## src/rtl/prbs8_sat_counter.sv

```systemverilog
// prbs8_sat_counter: saturating up-counter with variable increment and sync clear
module prbs8_sat_counter #(
  parameter int W = 16
) (
  input  logic         clk,
  input  logic         rst_n,
  input  logic         clr,
  input  logic         en,
  input  logic [W-1:0] inc,
  output logic [W-1:0] cnt
);
  logic [W:0] sum;
  assign sum = {1'b0, cnt} + {1'b0, inc};
  always_ff @(posedge clk or negedge rst_n)
    if (!rst_n) cnt <= '0;
    else if (clr) cnt <= '0;
    else if (en) cnt <= sum[W] ? '1 : sum[W-1:0];
endmodule

```

## config.mk

```make
export PLATFORM = sky130hd
export DESIGN_NAME = prbs8_sat_counter
export DESIGN_NICKNAME = d
export VERILOG_FILES = /design/src/rtl/prbs8_sat_counter.sv
export SDC_FILE = /design/constraint.sdc
export NUM_CORES = 1
export LEC_CHECK = 0
export BUFFER_PORTS_ARGS = -buffer_cell sky130_fd_sc_hd__buf_2
export CAP_MARGIN = 20
export CELL_PAD_IN_SITES_DETAIL_PLACEMENT = 1
export CELL_PAD_IN_SITES_GLOBAL_PLACEMENT = 2
export CORE_ASPECT_RATIO = 2
export CORE_MARGIN = 2
export CORE_UTILIZATION = 34
export DETAILED_ROUTE_END_ITERATION = 16
export HOLD_SLACK_MARGIN = 0.03
export PLACE_DENSITY_LB_ADDON = 0.1
export SYNTH_ARGS = -nofsm -noshare
export SYNTH_HDL_FRONTEND = slang
export SYNTH_SLANG_ARGS = --single-unit
export TNS_END_PERCENT = 5
```

## constraint.sdc

```tcl
create_clock -name clk -period 3.57 [get_ports clk]
set_input_delay 0.1785 -clock clk [delete_from_list [all_inputs] [get_ports clk]]
set_output_delay 0.1785 -clock clk [all_outputs]
set_load 0.1 [all_outputs]
```

==> results of run 1 <==
## report_power, final
group          switching [W]  internal (W)  total, W
logic               0.000536      0.000203  0.000739
clock network      0.0000733     0.0000981  0.000171
registers          0.0000292      0.000216  0.000245
## final timing paths
check,to,from
min,cnt[0],inc[0]
max reg2reg,cnt[1],cnt[0]
max in group asynchronous,cnt[10],rst_n
min reg2reg,cnt[7],cnt[7]
max,cnt[1],cnt[0]
min in group asynchronous,cnt[0],rst_n
## critical path, delay by kind of cell (launching register included)
family | cells | cell delay [ps]
AOI/OAI and AO/OA | 4 | 1020
adders and majority gates | 2 | 620
DFF | 1 | 390
and+or+nand+nor | 2 | 270
## kinds of logic after synthesis
| kind of cell | count (synthesis) |
|---|---|
| XOR/XNOR | 14 |
| flip-flops | 16 |
| adder cells (fa/ha/maj) | 17 |
| buffers and inverters | 12 |
| AO/OA/AOI/OAI | 54 |
| AND/OR/NAND/NOR | 43 |
## stage by stage
step	std cells	cell area, um^2	setup WS, ps	hold WS (ps)
floorplan	156	1430	911	-117
global placement	235	1630	1180	122
detailed placement	235	1630	1120	138
CTS	240	1700	1090	363
global route	240	1700	928	390
finish	240	1700	1120	359
## layout by cell type, fill, tap and decap left out, types with 2 or more instances in the layout
master and n:
a211oi_1 9, a211oi_2 10, a21o_1 3, a21oi_1 11, a21oi_2 2, buf_2 35
clkbuf_8 4, dfrtp_1 16, ha_1 16, inv_1 4, nand2_1 11, nand3_1 3
nand4_1 3, nor2_1 20, nor2b_1 2, o211ai_1 3, o21ai_0 6, xnor2_1 7
xor2_1 7
## layout make-up
type / instances / area, um^2
flip-flops and latches: 16 / 400
well taps: 52 / 65.1
inverters: 4 / 15.0
clock buffers: 4 / 55.1
fillers: 514 / 2390
multi-input cells: 128 / 976
repair buffers: 36 / 185
## metal layers
layer  vias to the layer above  track usage  part of all wire
li1                        641            -                 -
met1                       644        0.196              0.39
met2                        23        0.358              0.57
met3                         5       0.0171             0.023
met4                         0       0.0556             0.013
met5                         -            0                 0
## repair_timing
item / in CTS / in global routing
hold buffers: 1 / 0
endpoints found under the hold margin: 16 / 0
gates resized for setup: 0 / 0
==> out/results.tsv, run 1 <==
stage	metric	value	unit
yosys	synth_warnings	0	
grt	globalRouteOverflowTotal	0	
sta	finalSetupViolCount	0	
floorplan	chipHeight	95.8	um
grt	grt_max_degree	19	
yosys	synth-seq-cells	16	
yosys	synth_top_family_by_area	compound AO/OA/AOI/OAI gates	
yosys	yosysTopAreaCell	dfrtp_1	
placed_design	post-dp-hpwl	3190	um
clock_network	cts_buffer_depth	2	
routing	wire_per_inst	16.6	um
sta	final_max_slew_viol_count	0	
worst_hold_path	hp-class	primary input to flop	
finish	nets	226	
yosys	yosys.area_share.simple	0.135	
yosys	synthMuxAreaShare	0	
grt	grt_pass1_wl	6660	um
setup_path	path_max_fanout	16	
outcome	status	finished clean	
clock_network	cts_setup_buffers	0	
placed_design	io_buffer_count	35	
sta	maxSlewHeadroom	0.642	
sta	max_freq	408	MHz
worst_hold_path	holdPathStages	4	
yosys	synth_common_cells	nor2_1 (20), dfrtp_1 (16), ha_1 (16)	
setup_path	arrival	2570	ps
pwr	power.leakage	0.800	nW
setup_path	slowest_stage	a32o_2	
pwr	power_density	681	nW/um^2
clock_network	cts_made_buffers	3	
pwr	peakVddDrop	0.000322	V
yosys	synth_area_per_cell	9.18	um^2
floorplan	die_area	4780	um^2
setup_path	r2r_cells	8	
finish	fin_util	0.415	
clock_network	cts_num_sinks	16	
yosys	synth_compound_area_frac	0.307	
yosys	async_flop_share	1.00	
clock_network	h-tree-depth	1	
floorplan	rows	33	
finish	drive_gt1_frac	0.303	
routing	ant_nets	0	
routing	routed_wl	3980	um
setup_path	reg2reg_slack	1120	ps
finish	largest_reg_flops	16	
routing	post-route-drc-count	0	
setup_path	cp.required	3690	ps
sta	fin_skew	1.95	ps
grt	grt_pass1_vias	1441	
sta	fin_crit_sh	0.686	
yosys	yosysMostFrequentCell	nor2_1	
yosys	synth_edf_count	0	
clock_network	clkTransAtPathRegs	70	ps
grt	grtUsageTotal	0.181	
placed_design	globalplace.congestion	0.720	
routing	vias	1313	
setup_path	crit_type	flop to flop	
yosys	syn-cell-area	1430	um^2
yosys	ys_top_cells_by_area	dfrtp_1 (28%), ha_1 (14%), a211oi_2 (8.7%)	
setup_path	cp_cell_sequence	ha_1 > fa_1 > a21oi_1 > nand4b_1 > nand2_2 > a21oi_2 > a32o_2 > a211oi_1	
sta	layout_min_cycle_time	2450	ps
finish	syn2layout_area_growth	18.4	%
sta	worst_pin_slew	538	ps
setup_path	start_kind	flop	
setup_path	critPathMaxStageDelay	500	ps
finish	top_register	cnt	
pwr	p_total	0.00116	W
yosys	synth_xor_area_frac	0.0856	
yosys	yosys.area.top_type_share	0.279	
finish	diodes	0	
floorplan	pin_count	36	
clock_network	clk_latency	260	ps
routing	drtIter0Drc	8	
yosys	synth_fa_ha_area_frac	0.154	
clock_network	root_buffer	clkbuf_8	
sta	hold_violations	0	
floorplan	coreArea	4090	um^2
finish	reg_top3	cnt x16	
floorplan	start_util	0.350	
routing	viasPerCell	5.47	
routing	dr.pass1.iters	4	
clock_network	cts_tree	done	
yosys	synthCells	156	
grt	antenna_found_initial	0	
yosys	synthFlopType	dfrtp_1	
setup_path	endpoint_kind	flop	
yosys	ys_types	36	
sta	tns	0	ps
sta	rsz0062_at_grt	no	
yosys	yosysSeqAreaShare	0.279	
yosys	syn_nets	193	
floorplan	die_w	49.9	um
job	maxCapViolCount	0	
(Power assumes the default switching activity.)
==> run 2, diff against run 1 <==
- CORE_UTILIZATION: 34 -> 28
- clock period: 3.57 -> 2 ns (I/O delays scaled with it)
==> out/results.tsv, run 2 (synthesis gave the netlist of run 1 again) <==
stage	metric	value	unit
sta	hold_violations	0	
routing	ant_nets	0	
setup_path	cp.required	2170	ps
sta	tns	-1710	ps
finish	layout_commonest_cell	buf_2	
floorplan	coreArea	4910	um^2
sta	worst_pin_slew	490	ps
finish	final_cell_mix	buf_2 (35), buf_4 (26), nor2_1 (19), a211oi_2 (14), ha_1 (13)	
placed_design	globalplace.congestion	0.772	
setup_path	endpoint_kind	flop	
sta	maxSlewHeadroom	0.676	
sta	whs	274	ps
finish	fin_cells	273	
finish	largest_reg_flops	16	
grt	grt_max_degree	19	
grt	grtUsageTotal	0.175	
floorplan	chipHeight	105	um
sta	final_max_slew_viol_count	0	
grt	gr-usage-met2	0.324	
grt	met1_usage	0.188	
clock_network	clk_latency	260	ps
clock_network	cts_num_sinks	16	
clock_network	cts_setup_buffers	0	
routing	dr.pass1.iters	2	
floorplan	pin_count	36	
sta	rsz0062_at_grt	yes	
routing	post-route-drc-count	0	
finish	nets	254	
sta	max_freq	471	MHz
finish	top_register	cnt	
outcome	violations	setup timing	
grt	grt_pass1_vias	1645	
worst_hold_path	hp-class	primary input to flop	
pwr	p_total	0.00232	W
finish	drive_gt1_frac	0.519	
clock_network	cts_buffer_depth	2	
finish	n_fill_cell	592	
finish	syn2layout_area_growth	42.3	%
finish	seqCellArea	429	um^2
placed_design	io_buffer_count	35	
setup_path	crit_type	flop to flop	
outcome	status	finished with violations	
floorplan	rows	36	
placed_design	post-dp-hpwl	3630	um
finish	reg_top3	cnt x16	
routing	vias	1431	
sta	finalSetupViolCount	16	
routing	drtIter0Drc	8	
pwr	power.leakage	0.920	nW
sta	layout_min_cycle_time	2120	ps
finish	diodes	0	
setup_path	crit_start	cnt[0]	
grt	grt_pass1_wl	7520	um
sta	fin_crit_sh	1.06	
routing	routed_wl	4580	um
sta	fin_ws	-125	ps
placed_design	placed_cells_incl_taps	268	
finish	multi_input_area	1070	um^2
clock_network	cts_tree	done	
worst_hold_path	min_from	inc[0]	
floorplan	die_w	54.6	um
routing	viasPerCell	5.24	
pwr	peakVddDrop	0.000479	V
setup_path	rr_startpoint	cnt[0]	
clock_network	clkTransAtPathRegs	70	ps
job	maxCapViolCount	0	
clock_network	cts_made_buffers	3	
grt	met3_usage	0.0143	
floorplan	start_util	0.292	
finish	fin_util	0.415	
routing	wire_per_inst	16.8	um
pwr	power_density	1140	nW/um^2
floorplan	die_area	5740	um^2
setup_path	arrival	2300	ps
clock_network	root_buffer	clkbuf_8	
sta	fin_skew	6.19	ps
grt	grt-busiest-layer	met2	
grt	antenna_found_initial	0	
clock_network	h-tree-depth	1	
grt	globalRouteOverflowTotal	0	
setup_path	start_kind	flop	
setup_path	path_max_fanout	2	
run 2: cell type report:
| class | instances | share of cell area |
|---|---|---|
| tap | 57 | 0.0350 |
| multi-input combinational | 128 | 0.523 |
| sequential | 16 | 0.211 |
| inverter | 4 | 0.00737 |
| clock buffer | 4 | 0.0221 |
| timing repair buffer | 64 | 0.202 |
run 2: critical path: stages (launching register included):
cell,delay (ps)
dfrtp_4,490
ha_4,170
fa_2,350
a21oi_2,160
nand4b_1,160
nand2_2,90
buf_4,170
a31oi_4,160
xor2_2,90
a211oi_2,210
run 2: timing repair:
| item | 4_1_cts | 5_1_grt |
|---|---|---|
| pin swaps | 1 | 9 |
| hold buffers | 1 | 0 |
| hold endpoints to repair | 16 | 0 |
| gates resized for setup | 8 | 7 |
| endpoints found under the setup margin | 16 | 16 |
run 2: power by group:
group / total, W / switching (W) / leakage, nW / internal (W)
clock network: 0.000269 / 0.000127 / 0.0228 / 0.000142
registers: 0.000455 / 0.0000521 / 0.187 / 0.000403
logic: 0.00159 / 0.00104 / 0.710 / 0.000555
total: 0.00232 / 0.00122 / 0.920 / 0.00110
run 2: path summary, 6_finish.rpt:
path / end / slack (ps) / depth (start not counted)
setup / recovery: cnt[8] / -120 / 9
hold / removal: cnt[0] / 270 / 4
setup reg to reg: cnt[8] / -120 / 9
hold reg to reg: cnt[15] / 580 / 2
max in group asynchronous: cnt[3] / 1360 / 2
min in group asynchronous: cnt[8] / 300 / 2
run 2: per-layer routing:
| layer | part of all wire | routed length [um] |
|---|---|---|
| met1 | 0.37 | 1680 |
| met2 | 0.59 | 2730 |
| met3 | 0.019 | 85 |
| met4 | 0.019 | 89 |
| met5 | 0 | 0 |
run 2: metrics by stage:
step           cell area (um^2)  setup slack [ps]
2_1_floorplan              1480              -283
3_3_place_gp               1910              -280
3_5_place_dp               1910              -280
4_1_cts                    2000              -164
5_1_grt                    2040              -237
6_report                   2040              -125
==> run 3, diff against run 2 <==
- CORE_ASPECT_RATIO: 2 -> 0.6
==> out/results.tsv, run 3 (synthesis gave the netlist of run 1 again) <==
stage	metric	value	unit
grt	grt_pass1_wl	7840	um
finish	reg_top3	cnt x16	
routing	routed_wl	4710	um
clock_network	cts_made_buffers	3	
setup_path	path_max_fanout	10	
job	maxCapViolCount	0	
setup_path	arrival	2280	ps
finish	n_fill_cell	596	
routing	vias	1432	
grt	grtUsageTotal	0.184	
sta	layout_min_cycle_time	2160	ps
routing	drtIter0Drc	50	
finish	final_cell_mix	buf_2 (35), buf_4 (31), nor2_1 (20), ha_1 (15), a211oi_2 (14)	
setup_path	rr_startpoint	cnt[0]	
routing	viasPerCell	4.99	
sta	fin_ws	-159	ps
floorplan	die_area	5720	um^2
routing	post-route-drc-count	0	
grt	grt_pass1_vias	1547	
clock_network	root_buffer	clkbuf_8	
routing	dr.pass1.iters	4	
setup_path	cp.required	2120	ps
clock_network	cts_buffer_depth	2	
placed_design	post-dp-hpwl	3750	um
sta	fin_skew	1.76	ps
floorplan	rows	20	
outcome	violations	setup timing	
placed_design	io_buffer_count	35	
floorplan	start_util	0.286	
pwr	power.leakage	0.951	nW
placed_design	dp_slack	-385	ps
clock_network	clkTransAtPathRegs	70	ps
grt	globalRouteOverflowTotal	0	
sta	fin_crit_sh	1.08	
finish	fin_util	0.413	
finish	top_register	cnt	
setup_path	r2r_cells	9	
sta	whs	269	ps
worst_hold_path	hp-class	primary input to flop	
finish	seqCellArea	429	um^2
finish	nets	259	
finish	largest_reg_flops	16	
sta	finalSetupViolCount	16	
routing	ant_nets	0	
finish	diodes	0	
pwr	power_density	1150	nW/um^2
finish	layout_commonest_cell	buf_2	
pwr	peakVddDrop	0.000365	V
sta	tns	-2210	ps
worst_hold_path	min_from	inc[0]	
setup_path	worstReg2RegEnd	cnt[6]	
sta	maxSlewHeadroom	0.656	
grt	antenna_found_initial	0	
routing	wire_per_inst	16.4	um
floorplan	pin_count	36	
sta	hold_violations	0	
clock_network	h-tree-depth	1	
finish	syn2layout_area_growth	44.1	%
sta	worst_pin_slew	520	ps
clock_network	clk_latency	260	ps
sta	final_max_slew_viol_count	0	
outcome	status	finished with violations	
setup_path	start_kind	flop	
placed_design	globalplace.congestion	0.777	
setup_path	crit_type	flop to flop	
floorplan	chipHeight	59.4	um
floorplan	die_w	96.3	um
setup_path	reg2reg_slack	-160	ps
setup_path	endpoint_kind	flop	
finish	multi_input_area	1030	um^2
sta	max_freq	463	MHz
finish	drive_gt1_frac	0.516	
floorplan	coreArea	5000	um^2
clock_network	cts_setup_buffers	0	
clock_network	cts_num_sinks	16	
clock_network	cts_tree	done	
grt	grt_max_degree	19	
worst_hold_path	holdPathEnd	cnt[0]	
pwr	p_total	0.00238	W
setup_path	crit_start	cnt[0]	
sta	rsz0062_at_grt	yes	
worst_hold_path	holdPathStages	4	
[run 3: cell count changes in the layout (fill, tap and decap cells not counted), sizes merged]
cell and delta:
buf +5
[run 3: how the worst max path moves through the flow]
stage / end / cells after the start
after detailed placement: cnt[15] / 7
final: cnt[6] / 9
after CTS: cnt[14] / 8
after floorplan: cnt[10] / 9
after global placement: cnt[15] / 7
after global routing: cnt[14] / 8
[run 3: layout make-up]
type | instances | area share
multi-input cells | 128 | 0.501
clock buffers | 4 | 0.0267
well taps | 66 | 0.0400
flip-flops and latches | 16 | 0.208
inverters | 4 | 0.00727
repair buffers | 69 | 0.218
[run 3: stage by stage]
step           cell area (um^2)  std cells
5_1_grt                    2060        287
3_5_place_dp               1960        282
6_report                   2060        287
4_1_cts                    2060        287
2_1_floorplan              1480        156
3_3_place_gp               1960        282
[run 3: report_power, final]
group	internal (W)	switching, W	leakage, nW	total, W
combinational	0.000565	0.00105	0.735	0.00162
clock	0.000175	0.000134	0.0288	0.000309
sequential	0.000403	0.0000518	0.187	0.000455
[run 3: worst max-delay path, stage by stage, from the launching register on]
cell      delay, ps
dfrtp_4         490
ha_4            170
fa_2            350
a21oi_2         140
nand4b_1        170
nand2_2          90
a21oi_2         170
a32o_2          200
buf_12          160
a211oi_1         80
[run 3: timing repair]
item / in CTS / in global routing
hold endpoints to repair: 16 / 0
cloned: 0 / 0
pin swaps: 3 / 2
resized for setup: 8 / 1
hold buffers: 1 / 0
endpoints found under the setup margin: 16 / 16
[run 3: metal layers]
metal	GRT usage	vias to the layer above	wire [um]
met1	0.285	694	2570
met3	0.0242	5	106
met5	0	-	0
met4	0.0362	0	40
met2	0.271	24	1990
li1	-	709	-
